==> src/rtl/cnn_pkg.sv <==
// Shared types and defaults for the CNN datapath: FSM states, feature-map
// dimensions, and the signed saturation helper used by the writer.
package cnn_pkg;

    typedef enum logic [1:0] {
        IDLE  = 2'd0,
        RUN   = 2'd1,
        FLUSH = 2'd2
    } state_t;

    localparam int OUT_COLS_DEF = 8;
    localparam int OUT_ROWS_DEF = 6;
    localparam int ACC_W_DEF    = 20;
    localparam int DATA_W_DEF   = 8;

    // Clamp a sign-extended accumulator into the signed range of data_w bits.
    function automatic longint sat_signed(input longint value, input int data_w);
        longint hi;
        longint lo;
        hi = (longint'(1) <<< (data_w - 1)) - longint'(1);
        lo = -hi - longint'(1);
        if (value > hi) return hi;
        if (value < lo) return lo;
        return value;
    endfunction

endpackage

==> src/rtl/sat_clip.sv <==
// Combinational signed saturator: narrows an ACC_W accumulator to DATA_W,
// clipping to the most positive / most negative representable value.
module sat_clip
    import cnn_pkg::*;
#(
    parameter int ACC_W  = ACC_W_DEF,
    parameter int DATA_W = DATA_W_DEF
) (
    input  logic signed [ACC_W-1:0]  in_data,
    output logic        [DATA_W-1:0] out_data
);

    // The signed cast sign-extends; in-range values keep their low DATA_W bits.
    always_comb out_data = DATA_W'(sat_signed(longint'(in_data), DATA_W));

endmodule

==> src/rtl/conv_out_writer.sv <==
// Output-side writer: takes conv results over valid/ready, saturates them and
// writes one pixel per accepted beat to the output feature-map RAM in raster order.
module conv_out_writer
    import cnn_pkg::*;
#(
    parameter int OUT_COLS = OUT_COLS_DEF,
    parameter int OUT_ROWS = OUT_ROWS_DEF,
    parameter int ACC_W    = ACC_W_DEF,
    parameter int DATA_W   = DATA_W_DEF,
    parameter int ADDR_W   = 6
) (
    input  logic                    clk,
    input  logic                    rst,
    input  logic                    start,
    input  logic                    in_valid,
    input  logic signed [ACC_W-1:0] in_data,
    output logic                    in_ready,
    output logic                    mem_we,
    output logic [ADDR_W-1:0]       mem_addr,
    output logic [DATA_W-1:0]       mem_wdata,
    output logic [6:0]              row,
    output logic [6:0]              col,
    output logic                    busy,
    output logic                    done
);

    localparam logic [6:0] COL_LAST = 7'(OUT_COLS - 1);
    localparam logic [6:0] ROW_LAST = 7'(OUT_ROWS - 1);

    state_t            state;
    state_t            state_nx;
    logic              accept;
    logic              last_beat;
    logic [ADDR_W-1:0] wr_addr;
    logic [DATA_W-1:0] sat_data;

    assign accept    = (state == RUN) && in_valid;
    assign last_beat = (row == ROW_LAST) && (col == COL_LAST);

    sat_clip #(
        .ACC_W  (ACC_W),
        .DATA_W (DATA_W)
    ) u_sat_clip (
        .in_data  (in_data),
        .out_data (sat_data)
    );

    // NOTE: sequential state uses non-blocking assignments so every register
    // samples pre-edge values, independent of block ordering.
    always_ff @(posedge clk or negedge rst) begin
        if (!rst) state <= IDLE;
        else      state <= state_nx;
    end

    // NOTE: default assignment first so no path through the case infers a latch.
    always_comb begin
        state_nx = state;
        unique case (state)
            IDLE:    if (start) state_nx = RUN;
            RUN:     if (accept && last_beat) state_nx = FLUSH;
            FLUSH:   state_nx = IDLE;
            default: state_nx = IDLE;
        endcase
    end

    // FLUSH is the cycle carrying the final write, so done lines up with it.
    always_comb begin
        in_ready = (state == RUN);
        busy     = (state != IDLE);
        done     = (state == FLUSH);
    end

    // wr_addr is a running counter so no row*OUT_COLS multiplier is needed.
    always_ff @(posedge clk or negedge rst) begin
        if (!rst) begin
            mem_we    <= 1'b0;
            mem_addr  <= '0;
            mem_wdata <= '0;
            row       <= '0;
            col       <= '0;
            wr_addr   <= '0;
        end else begin
            mem_we <= accept;
            if (state == IDLE && start) begin
                row     <= '0;
                col     <= '0;
                wr_addr <= '0;
            end else if (accept) begin
                mem_addr  <= wr_addr;
                mem_wdata <= sat_data;
                // The last beat leaves row/col parked on the final pixel.
                if (!last_beat) begin
                    wr_addr <= wr_addr + ADDR_W'(1);
                    if (col == COL_LAST) begin
                        col <= '0;
                        row <= row + 7'd1;
                    end else begin
                        col <= col + 7'd1;
                    end
                end
            end
        end
    end

endmodule

==> config.mk <==
export PLATFORM = sky130hd
export DESIGN_NAME = conv_out_writer
export DESIGN_NICKNAME = d
export VERILOG_FILES = /design/src/rtl/cnn_pkg.sv /design/src/rtl/sat_clip.sv /design/src/rtl/conv_out_writer.sv
export SDC_FILE = /design/constraint.sdc
export NUM_CORES = 1
export LEC_CHECK = 0
export ABC_AREA = 1
export BUFFER_PORTS_ARGS = -buffer_cell sky130_fd_sc_hd__buf_2
export CAP_MARGIN = 15
export CORE_ASPECT_RATIO = 1.75
export CORE_MARGIN = 2
export CORE_UTILIZATION = 50
export CTS_BUF_LIST = sky130_fd_sc_hd__clkbuf_4
export DETAILED_ROUTE_END_ITERATION = 6
export PLACE_DENSITY = 0.74
export SYNTH_ARGS = -nofsm -noshare
export SYNTH_HDL_FRONTEND = slang
export SYNTH_SLANG_ARGS = --single-unit
==> constraint.sdc <==
create_clock -name clk -period 3.57 [get_ports clk]
set_input_delay 0.357 -clock clk [delete_from_list [all_inputs] [get_ports clk]]
set_output_delay 0.357 -clock clk [all_outputs]
set_load 0.02 [all_outputs]
==> results of run 1 <==
==> through the flow <==
| step | instances | hold slack (ns) | power [mW] | utilization, % | instance area (um2) |
|---|---|---|---|---|---|
| after floorplan | 292 | 0.0614 | 1.02 | - | 2130 |
| after global placement | 389 | 0.461 | 1.18 | 58.7 | 2410 |
| after detailed placement | 389 | 0.469 | 1.20 | 58.7 | 2410 |
| after CTS | 397 | 0.107 | 1.41 | 59.9 | 2460 |
| after global routing | 397 | 0.157 | 1.51 | 59.9 | 2460 |
| final | 397 | 0.0823 | 1.40 | 59.9 | 2460 |
==> placed cells by master, fill, tap and decap left out <==
master / count
inv_1: 32
nor2_4: 2
o21ai_0: 10
nor2_1: 29
a21oi_2: 1
clkbuf_4: 5
nand2_1: 113
nand4_1: 3
clkinv_2: 1
nand2_4: 3
nor2_2: 1
nor3b_1: 2
inv_2: 1
xor2_1: 3
o21ai_4: 1
nand3_1: 29
nand2_8: 1
clkinv_1: 3
ha_1: 4
nand3_2: 1
nand3b_1: 1
nand2_2: 1
nor3_1: 3
and2_0: 1
buf_2: 55
dfrtp_1: 37
o21ai_1: 2
o21bai_1: 3
==> worst min path at each step <==
stage,from,to,slack (ns),depth (start not counted)
after floorplan,rst,col[0],0.06,0
after global placement,mem_wdata[4],mem_wdata[4],0.46,2
after detailed placement,mem_wdata[0],mem_wdata[0],0.47,2
after CTS,rst,row[3],0.11,1
after global routing,rst,row[3],0.16,1
final,rst,row[2],0.08,1
==> power breakdown <==
part / internal, mW / switching, mW
clock network: 0.0713 / 0.141
logic: 0.195 / 0.353
registers: 0.520 / 0.116
total: 0.786 / 0.610
==> final cells by class <==
cell class | count | share of cell area (%)
inverters | 34 | 5.18
multi-input cells | 214 | 41.5
clock buffers | 5 | 1.52
flip-flops and latches | 37 | 37.6
clock inverters | 3 | 0.508
well taps | 49 | 2.49
repair buffers | 55 | 11.2
==> kinds of logic after synthesis <==
logic type,count (synthesis),synth area share (%)
AO/OA/AOI/OAI,17,5.05
adder cells (fa/ha/maj),4,2.35
XOR/XNOR,3,1.23
flip-flops,37,43.5
AND/OR/NAND/NOR,190,39.4
buffers and inverters,41,8.46
==> flip-flops by register name, indices dropped and copies added (netlist names) <==
signal	cells
wr_addr	6
mem_wdata	8
mem_we	1
mem_addr	6
row	7
state	2
col	7
==> cell usage after synthesis <==
cell      number
nand2_1      113
dfrtp_1       37
inv_1         32
nand3_1       29
nor2_1        29
o21ai_0       10
ha_1           4
nand2_4        3
nand4_1        3
nor3_1         3
o21bai_1       3
xor2_1         3
buf_2          2
buf_4          2
clkbuf_1       2
nor2_4         2
nor3b_1        2
o21ai_1        2
a21oi_2        1
and2_0         1
buf_12         1
clkinv_1       1
inv_2          1
nand2_2        1
nand2_8        1
nand3_2        1
nand3b_1       1
nor2_2         1
o21ai_4        1
==> metal layers <==
layer,vias up,wire length [um],part of all wire [%]
li1,1016,-,-
met1,921,1870,40
met2,40,2610,55
met3,6,158,3.3
met4,0,82,1.7
met5,-,0,0
==> flow_metrics.env, run 1 <==
export IMPL_outcome="finished clean"
export IMPL_fin_tns_setup_ns=0
export IMPL_cp_startpoint="state[0]"
export IMPL_routedWlPerCell_um=11.9
export IMPL_via_per_inst=4.99
export IMPL_fill_cells=426
export IMPL_dpl_worst_slack_ns=1.50
export IMPL_ff2ff_setup_slack_ns=1.45
export IMPL_critical_path_arrival_ns=2.42
export IMPL_wirelength_um=4720
export IMPL_yosys_warnings=0
export IMPL_detailed_place_hpwl_um=3560
export IMPL_period_share_pct=59.4
export IMPL_cp_required_ns=3.87
export IMPL_grt_overflow=0
export IMPL_rr_worst_depth=7
export IMPL_die_x_um=53.3
export IMPL_power_density_nw_per_um2=567
export IMPL_max_stage_delay_ns=0.62
export IMPL_htree_levels=2
export IMPL_yosysUniqueCellTypes=29
export IMPL_clock_sinks=37
export IMPL_slew_headroom_pct=41.3
export IMPL_cp_cell_sequence="inv_1, nand3_1, inv_1, nor2_1, nor2_1, nand2_1, nand2_1"
export IMPL_num_io_pins=56
export IMPL_slowest_stage="nand3_1"
export IMPL_crit_path_start_kind="flop"
export IMPL_io_buffers=55
export IMPL_antenna_found_initial=0
export IMPL_multi_input_area_um2=1020
export IMPL_nNetsFinal=375
export IMPL_cp_num_buf_inv=2
export IMPL_num_vias=1983
export IMPL_ant_nets=0
export IMPL_setup_ws_ns=1.45
export IMPL_drt_iter0_drc=43
export IMPL_cts_made_buffers=5
export IMPL_clk_pin_slew_ns=0.11
export IMPL_maxCapViolations=0
export IMPL_drive_above_1_share_pct=21.0
export IMPL_regArea_um2=926
export IMPL_timing_final_max_slew_violations=0
export IMPL_grt_start_max_net_pins=38
export IMPL_grt_setup_unrepaired="no"
export IMPL_setup_violations_final=0
export IMPL_die_h_um=90.3
export IMPL_syn_area_um2=2130
export IMPL_grt_first_pass_wirelength_um=8110
export IMPL_crit_path_end="row[0]"
export IMPL_path_max_fanout=20
export IMPL_grt_met3_usage_pct=4.47
export IMPL_synth_nets=320
export IMPL_track_usage_pct=22.2
export IMPL_coreArea_um2=4110
export IMPL_rows=31
export IMPL_synthTopCellsByArea="dfrtp_1 (43%), nand2_1 (20%), nand3_1 (6.8%), inv_1 (5.6%), nor2_1 (5.1%)"
export IMPL_synth_seq_area_share_pct=43.5
export IMPL_skew_ns=0.0112
export IMPL_ys_ff_latch=37
export IMPL_post_route_min_period_ns=2.12
export IMPL_critPathCaptureType="flop"
export IMPL_syn_avg_cell_area_um2=7.29
export IMPL_die_area_um2=4820
export IMPL_clkLatencyLatePin_ns=0.35
export IMPL_busiest_layer="met2"
export IMPL_cts_repair_resized=0
export IMPL_syn2layout_area_growth_pct=15.7
export IMPL_use_met1_pct=22.9
export IMPL_place_gp_congestion=0.808
export IMPL_cts_tree="built"
export IMPL_vdd_drop_max_mv=0.345
export IMPL_cts_root_buf="clkbuf_4"
export IMPL_netlist_area_leader_share_pct=43.5
export IMPL_clockBufferDepth=2
export IMPL_crit_type="flop to flop"
export IMPL_cp_top_family="simple AND/OR/NAND/NOR gates"
export IMPL_worst_slew_pin_slew_ns=0.878
export IMPL_start_util_pct=51.8
export IMPL_postCtsHoldBufs=0
export IMPL_grt_pass1_vias=1940
export IMPL_crit_reg2reg_launch="state[0]"
export IMPL_cp_depth=7
export IMPL_syn_inst=292
export IMPL_firstDrtPassIters=4
export IMPL_timing_fmax_mhz=471
export IMPL_diodes=0
export IMPL_hp_class="primary input to asynchronous set/reset pin"
export IMPL_hold_viol_final=0
export IMPL_grtUsageMet2_pct=40.1
export IMPL_yosys_area_top_type="dfrtp_1"
export IMPL_p_leak_nw=1.42
export IMPL_drc=0
export IMPL_cts_setup_buffers=0
export IMPL_rr_endpoint="row[0]"
No activity file was read; power rests on OpenSTA's default activity.
==> run 2: changes to the inputs <==
--- a/config.mk
+++ b/config.mk
@@ -5,15 +5,15 @@
 export SDC_FILE = /design/constraint.sdc
 export NUM_CORES = 1
 export LEC_CHECK = 0
-export ABC_AREA = 1
+export ABC_AREA = 0
 export BUFFER_PORTS_ARGS = -buffer_cell sky130_fd_sc_hd__buf_2
 export CAP_MARGIN = 15
 export CORE_ASPECT_RATIO = 1.75
 export CORE_MARGIN = 2
-export CORE_UTILIZATION = 50
+export CORE_UTILIZATION = 47
 export CTS_BUF_LIST = sky130_fd_sc_hd__clkbuf_4
 export DETAILED_ROUTE_END_ITERATION = 6
-export PLACE_DENSITY = 0.74
+export PLACE_DENSITY = 0.75
 export SYNTH_ARGS = -nofsm -noshare
 export SYNTH_HDL_FRONTEND = slang
 export SYNTH_SLANG_ARGS = --single-unit
==> constraint.sdc (replaced) <==
create_clock -name clk -period 1.91 [get_ports clk]
set_input_delay 0.191 -clock clk [delete_from_list [all_inputs] [get_ports clk]]
set_output_delay 0.191 -clock clk [all_outputs]
set_load 0.02 [all_outputs]
==> run 2 against run 1 <==
Against the previous run:
- wire length shrank 10%
- final cell count shrank 21%
- global-route usage shrank 0.23 points
- die area shrank 9.5%
- flip-flop and latch count is the same
- total power grew 60%
- via count shrank 13%
- combinational power grew 36%
==> flow_metrics.env, run 2 <==
export IMPL_outcome="finished clean"
export IMPL_max_stage_delay_ns=0.52
export IMPL_hp_class="primary input to flop"
export IMPL_clkPwrFrac_pct=18.3
export IMPL_fill_cells=334
export IMPL_ys_top_cells_by_count="dfrtp_1 (37), nand2_1 (35), o21ai_0 (18), nor2_1 (16), a21oi_1 (12)"
export IMPL_rows=29
export IMPL_synth_top_family_by_area="simple AND/OR/NAND/NOR gates"
export IMPL_netlist_area_leader_share_pct=51.4
export IMPL_skew_ns=0.00906
export IMPL_synth_seq_area_share_pct=51.4
export IMPL_reg_largest_list="mem_wdata (8), col (7), row (7)"
export IMPL_cp_cell_sequence="nor4_4, nand3_4, or4_1, a21oi_1"
export IMPL_num_io_pins=56
export IMPL_synth_compound_gate_area_share_pct=12.6
export IMPL_multi_input_area_um2=835
export IMPL_num_vias=1719
export IMPL_syn_inst=194
export IMPL_crit_path_start_kind="flop"
export IMPL_synthTopCellsByArea="dfrtp_1 (51%), nand2_1 (7.3%), o21ai_0 (5.0%), a21oi_1 (3.3%), nor2_1 (3.3%)"
export IMPL_yosysMostFrequentCell="dfrtp_1"
export IMPL_power_frac_comb_pct=33.3
export IMPL_via_per_inst=5.51
export IMPL_cts_tree="built"
export IMPL_yosys_area_top_type="dfrtp_1"
export IMPL_syn_avg_cell_area_um2=9.28
export IMPL_setup_violations_final=0
export IMPL_period_share_pct=93.6
export IMPL_syn2layout_area_growth_pct=26.8
export IMPL_cts_setup_buffers=0
export IMPL_ant_nets=0
export IMPL_setup_ws_ns=0.121
export IMPL_largest_register="mem_wdata"
export IMPL_largest_register_ffs=8
export IMPL_coreArea_um2=3660
export IMPL_power_density_nw_per_um2=976
export IMPL_yosys_warnings=0
export IMPL_clockBufferDepth=2
export IMPL_grt_start_max_net_pins=31
export IMPL_cts_made_buffers=5
export IMPL_grt_met3_usage_pct=5.05
export IMPL_die_h_um=85.9
export IMPL_firstDrtPassIters=4
export IMPL_swShare_pct=38.0
export IMPL_layout_commonest_cell="buf_2"
export IMPL_drive_above_1_share_pct=30.8
export IMPL_critical_path_arrival_ns=2.06
export IMPL_muxShareOfSynthArea_pct=1.11
export IMPL_worst_slew_pin_slew_ns=0.568
export IMPL_clock_sinks=37
export IMPL_detailed_place_hpwl_um=3280
export IMPL_syn_area_um2=1800
export IMPL_synthXorXnorAreaFrac_pct=1.95
export IMPL_final_cell_mix="buf_2 (55), dfrtp_1 (36), nand2_1 (35)"
export IMPL_slowest_stage="or4_1"
export IMPL_maxCapViolations=0
export IMPL_synth_simple_area_share_pct=27.8
export IMPL_vdd_drop_max_mv=0.635
export IMPL_p_switching_uw=847
export IMPL_track_usage_pct=21.9
export IMPL_dpl_worst_slack_ns=0.0859
export IMPL_regArea_um2=927
export IMPL_clkLatencyLatePin_ns=0.34
export IMPL_async_flop_share_pct=100
export IMPL_synth_edff_count=0
export IMPL_wirelength_um=4230
export IMPL_grt_first_pass_wirelength_um=7260
export IMPL_hold_viol_final=0
export IMPL_htree_levels=2
export IMPL_use_met1_pct=22.8
export IMPL_start_util_pct=49.1
export IMPL_grt_pass1_vias=1735
export IMPL_synthAdderAreaFrac_pct=2.78
export IMPL_io_buffers=55
export IMPL_grt_setup_unrepaired="no"
export IMPL_intPower_mw=1.38
export IMPL_timing_fmax_mhz=559
export IMPL_drc=0
export IMPL_grt_overflow=0
export IMPL_cts_root_buf="clkbuf_4"
export IMPL_yosysUniqueCellTypes=33
export IMPL_routedWlPerCell_um=13.5
export IMPL_critPathCaptureType="flop"
export IMPL_busiest_layer="met2"
export IMPL_post_route_min_period_ns=1.79
export IMPL_diodes=0
export IMPL_clk_pin_slew_ns=0.11
export IMPL_place_gp_congestion=0.846
export IMPL_synth_nets=222
export IMPL_die_area_um2=4360
export IMPL_ys_ff_latch=37
export IMPL_slew_headroom_pct=62.0
export IMPL_grtUsageMet2_pct=40.6
export IMPL_drt_iter0_drc=31
export IMPL_synth_ff_type="dfrtp_1"
export IMPL_crit_type="flop to flop"
export IMPL_nNetsFinal=293
export IMPL_fin_tns_setup_ns=0
export IMPL_p_seq_share_pct=48.4
export IMPL_path_max_fanout=10
export IMPL_timing_final_max_slew_violations=0
export IMPL_cp_required_ns=2.18
export IMPL_p_leak_nw=1.13
export IMPL_antenna_found_initial=0
export IMPL_die_x_um=50.8
## run 2: cell count changes in the layout (fill, tap and decap cells not counted), sizes merged, moves of 7 or more
cell,change
nand2,-83
nor2,-16
buf,+14
inv,-29
nand3,-19
nor4,+7
a21oi,+11
## run 2: power groups by stage
stage	Sequential, mW	Combinational, mW	Clock, mW
finish	1.08	0.743	0.407
global route	1.11	0.828	0.459
CTS	1.08	0.757	0.416
detailed placement	1.09	0.754	0
global placement	1.08	0.746	0
floorplan	1.23	0.305	0
## run 2: repair_timing
| item | 4_1_cts | 5_1_grt |
|---|---|---|
| resized for setup | 0 | 3 |
| hold buffers | 1 | 0 |
| setup endpoints to repair | 0 | 6 |
| endpoints found under the hold margin | 20 | 0 |
## run 2: stage by stage
step / utilization [%] / std cells / power [mW] / hold WS (ns) / area [um2]
finish: 62.3 / 312 / 2.23 / 0.118 / 2280
global route: 62.3 / 312 / 2.40 / 0.107 / 2280
CTS: 62.2 / 312 / 2.25 / 0.119 / 2280
detailed placement: 60.4 / 303 / 1.85 / 0.188 / 2210
global placement: 60.4 / 303 / 1.83 / 0.182 / 2210
floorplan: - / 194 / 1.54 / -0.105 / 1800
## run 2: cell type report
class / count / area share (%)
flip-flops and latches: 37 / 40.6
multi-input cells: 146 / 36.5
clock inverters: 2 / 0.438
well taps: 46 / 2.52
repair buffers: 70 / 17.1
inverters: 5 / 0.822
clock buffers: 6 / 1.97
## run 2: cell families after synthesis
logic type / count (synthesis)
buf+inv: 11
mux: 2
flops: 37
simple gates: 96
xor+xnor: 4
compound gates: 40
fa+ha+maj: 4
## run 2: worst max-delay path, delay by kind of cell (launching register included)
family,cells,cell delay (ns)
DFF,1,0.46
and+or+nand+nor,3,1.10
AOI/OAI and AO/OA,1,0.15
## run 2: routing by layer
layer	vias to the layer above	routed length (um)
met3	9	154
met5	-	0
met1	821	1650
li1	843	-
met2	46	2350
met4	0	74
## run 2: worst paths after layout
| check | start | endpoint | slack [ns] | cells after the start |
|---|---|---|---|---|
| worst max-delay path | col[6] | row[3] | 0.12 | 4 |
| worst min-delay path | in_data[6] | mem_wdata[6] | 0.12 | 3 |
| worst max register to register | col[6] | row[3] | 0.12 | 4 |
| worst min register to register | mem_addr[5] | mem_addr[5] | 0.49 | 2 |
| max in group asynchronous | rst | mem_addr[3] | 1.04 | 3 |
| min in group asynchronous | rst | mem_wdata[2] | 0.33 | 2 |
==> run 3: changes to the inputs <==
--- a/config.mk
+++ b/config.mk
@@ -8,8 +8,7 @@
 export ABC_AREA = 0
 export BUFFER_PORTS_ARGS = -buffer_cell sky130_fd_sc_hd__buf_2
 export CAP_MARGIN = 15
-export CORE_ASPECT_RATIO = 1.75
-export CORE_MARGIN = 2
+export CORE_ASPECT_RATIO = 0.8
 export CORE_UTILIZATION = 47
 export CTS_BUF_LIST = sky130_fd_sc_hd__clkbuf_4
 export DETAILED_ROUTE_END_ITERATION = 6
==> run 3 against run 2 <==
Against the previous run:
- the run now ends with DRC left
- via count decreased by 2.9%
- non-clock buffer count down 5
- sequential power about the same
- sequential share of layout area increased by 0.30 points
- register-to-register slack hardly changed
- maximum frequency shrank 0.57%
- global-route usage grew 0.43 points
- cell area decreased by 0.88%
- utilization up 1.6 points
- critical endpoint unchanged
==> flow_metrics.env, run 3 (synthesis results as in run 2) <==
export IMPL_p_leak_nw=1.11
export IMPL_via_per_inst=5.51
export IMPL_violations="DRC"
export IMPL_path_max_fanout=10
export IMPL_setup_violations_final=0
export IMPL_setup_ws_ns=0.111
export IMPL_max_stage_delay_ns=0.51
export IMPL_skew_ns=0.0122
export IMPL_cts_root_buf="clkbuf_4"
export IMPL_period_share_pct=94.2
export IMPL_rows=19
export IMPL_multi_input_area_um2=835
export IMPL_slew_headroom_pct=46.7
export IMPL_htree_levels=2
export IMPL_hold_depth=3
export IMPL_hp_class="primary input to flop"
export IMPL_start_util_pct=50.8
export IMPL_clk_pin_slew_ns=0.11
export IMPL_track_usage_pct=22.4
export IMPL_grt_first_pass_wirelength_um=6980
export IMPL_timing_fmax_mhz=556
export IMPL_reg_largest_list="mem_wdata (8), col (7), row (7)"
export IMPL_grt_pass1_vias=1466
export IMPL_critical_path_arrival_ns=2.07
export IMPL_fill_cells=315
export IMPL_clkLatencyLatePin_ns=0.34
export IMPL_grt_overflow=0
export IMPL_timing_hold_ws_ns=0.108
export IMPL_nNetsFinal=288
export IMPL_power_density_nw_per_um2=1040
export IMPL_maxCapViolations=0
export IMPL_crit_path_start_kind="flop"
export IMPL_largest_register_ffs=8
export IMPL_worst_slew_pin_slew_ns=0.799
export IMPL_dpl_worst_slack_ns=0.0461
export IMPL_grt_setup_unrepaired="no"
export IMPL_clockBufferDepth=2
export IMPL_critPathCaptureType="flop"
export IMPL_die_x_um=71.2
export IMPL_die_h_um=57.4
export IMPL_dp_cells=294
export IMPL_crit_reg2reg_launch="col[3]"
export IMPL_rr_worst_depth=4
export IMPL_routedWlPerCell_um=13.3
export IMPL_crit_type="flop to flop"
export IMPL_fin_cells=303
export IMPL_num_vias=1669
export IMPL_die_area_um2=4080
export IMPL_syn2layout_area_growth_pct=25.7
export IMPL_place_gp_congestion=0.878
export IMPL_cp_num_buf_inv=0
export IMPL_hold_viol_final=0
export IMPL_timing_final_max_slew_violations=0
export IMPL_wirelength_um=4020
export IMPL_hold_start="in_data[4]"
export IMPL_num_io_pins=56
export IMPL_regArea_um2=926
export IMPL_post_route_min_period_ns=1.80
export IMPL_whs_endpoint="mem_wdata[4]"
export IMPL_slowest_stage="or4_1"
export IMPL_final_cell_mix="buf_2 (55), dfrtp_1 (37), nand2_1 (35)"
export IMPL_drive_above_1_share_pct=28.7
export IMPL_cts_made_buffers=5
export IMPL_ant_nets=0
export IMPL_coreArea_um2=3540
export IMPL_cts_setup_buffers=0
export IMPL_firstDrtPassIters=6
export IMPL_cp_top_family="simple AND/OR/NAND/NOR gates"
export IMPL_diodes=0
export IMPL_cts_tree="built"
export IMPL_cp_cell_sequence="nor4_4, nand3_4, or4_1, a21oi_1"
export IMPL_io_buffers=55
export IMPL_antenna_found_initial=0
export IMPL_largest_register="mem_wdata"
export IMPL_drt_iter0_drc=94
export IMPL_clock_sinks=37
export IMPL_ff2ff_setup_slack_ns=0.11
export IMPL_detailed_place_hpwl_um=2910
export IMPL_drc=1
export IMPL_rr_endpoint="row[3]"
export IMPL_fin_tns_setup_ns=0
export IMPL_outcome="complete, but fails checks"
export IMPL_vdd_drop_max_mv=0.566
export IMPL_cp_depth=4
export IMPL_layout_commonest_cell="buf_2"
export IMPL_grt_start_max_net_pins=38
export IMPL_cp_required_ns=2.18
-- run 3: repair_timing --
| action | CTS | global route |
|---|---|---|
| endpoints found under the hold margin | 37 | 0 |
| hold buffers | 1 | 0 |
| setup endpoints to repair | 0 | 3 |
| resized for setup | 0 | 2 |
-- run 3: final cells by class --
cell class	instances	area share [%]
clock buffer	6	1.99
sequential	37	40.9
tap	42	2.32
multi-input combinational	146	36.9
timing repair buffer	65	15.6
clock inverter	2	1.49
inverter	5	0.829
-- run 3: worst max path at each step --
stage / from / endpoint / slack [ns]
6_report: col[3] / row[3] / 0.11
5_1_grt: col[3] / row[3] / 0.008
4_1_cts: row[0] / wr_addr[4] / 0.04
3_5_place_dp: row[0] / wr_addr[4] / 0.05
3_3_place_gp: row[0] / wr_addr[4] / 0.11
2_1_floorplan: row[1] / wr_addr[3] / 0.03
-- run 3: layer usage --
metal	GRT usage, %	up-vias	routed length, um
met5	0	-	0
met4	8.57	0	53
met3	4.42	5	226
met2	32.8	59	1740
met1	32.8	775	2000
li1	-	830	-
-- run 3: worst reg2reg max path, stage by stage (launching register included) --
cell and delay (ns):
dfrtp_1 0.48, nor4_4 0.44, nand3_4 0.16, or4_1 0.51, a21oi_1 0.15
-- run 3: metrics by stage --
| stage | util [%] | total power, mW | cell area [um2] |
|---|---|---|---|
| detailed placement | 61.3 | 1.82 | 2170 |
| global route | 63.9 | 2.50 | 2260 |
| finish | 63.9 | 2.35 | 2260 |
| CTS | 63.8 | 2.36 | 2260 |
| floorplan | - | 1.54 | 1800 |
| global placement | 61.3 | 1.80 | 2170 |
-- run 3: report_power, final --
group          switching [mW]  internal [mW]  total, mW
Sequential              0.150          0.938       1.09
Clock                   0.247          0.287      0.534
Combinational           0.443          0.283      0.726
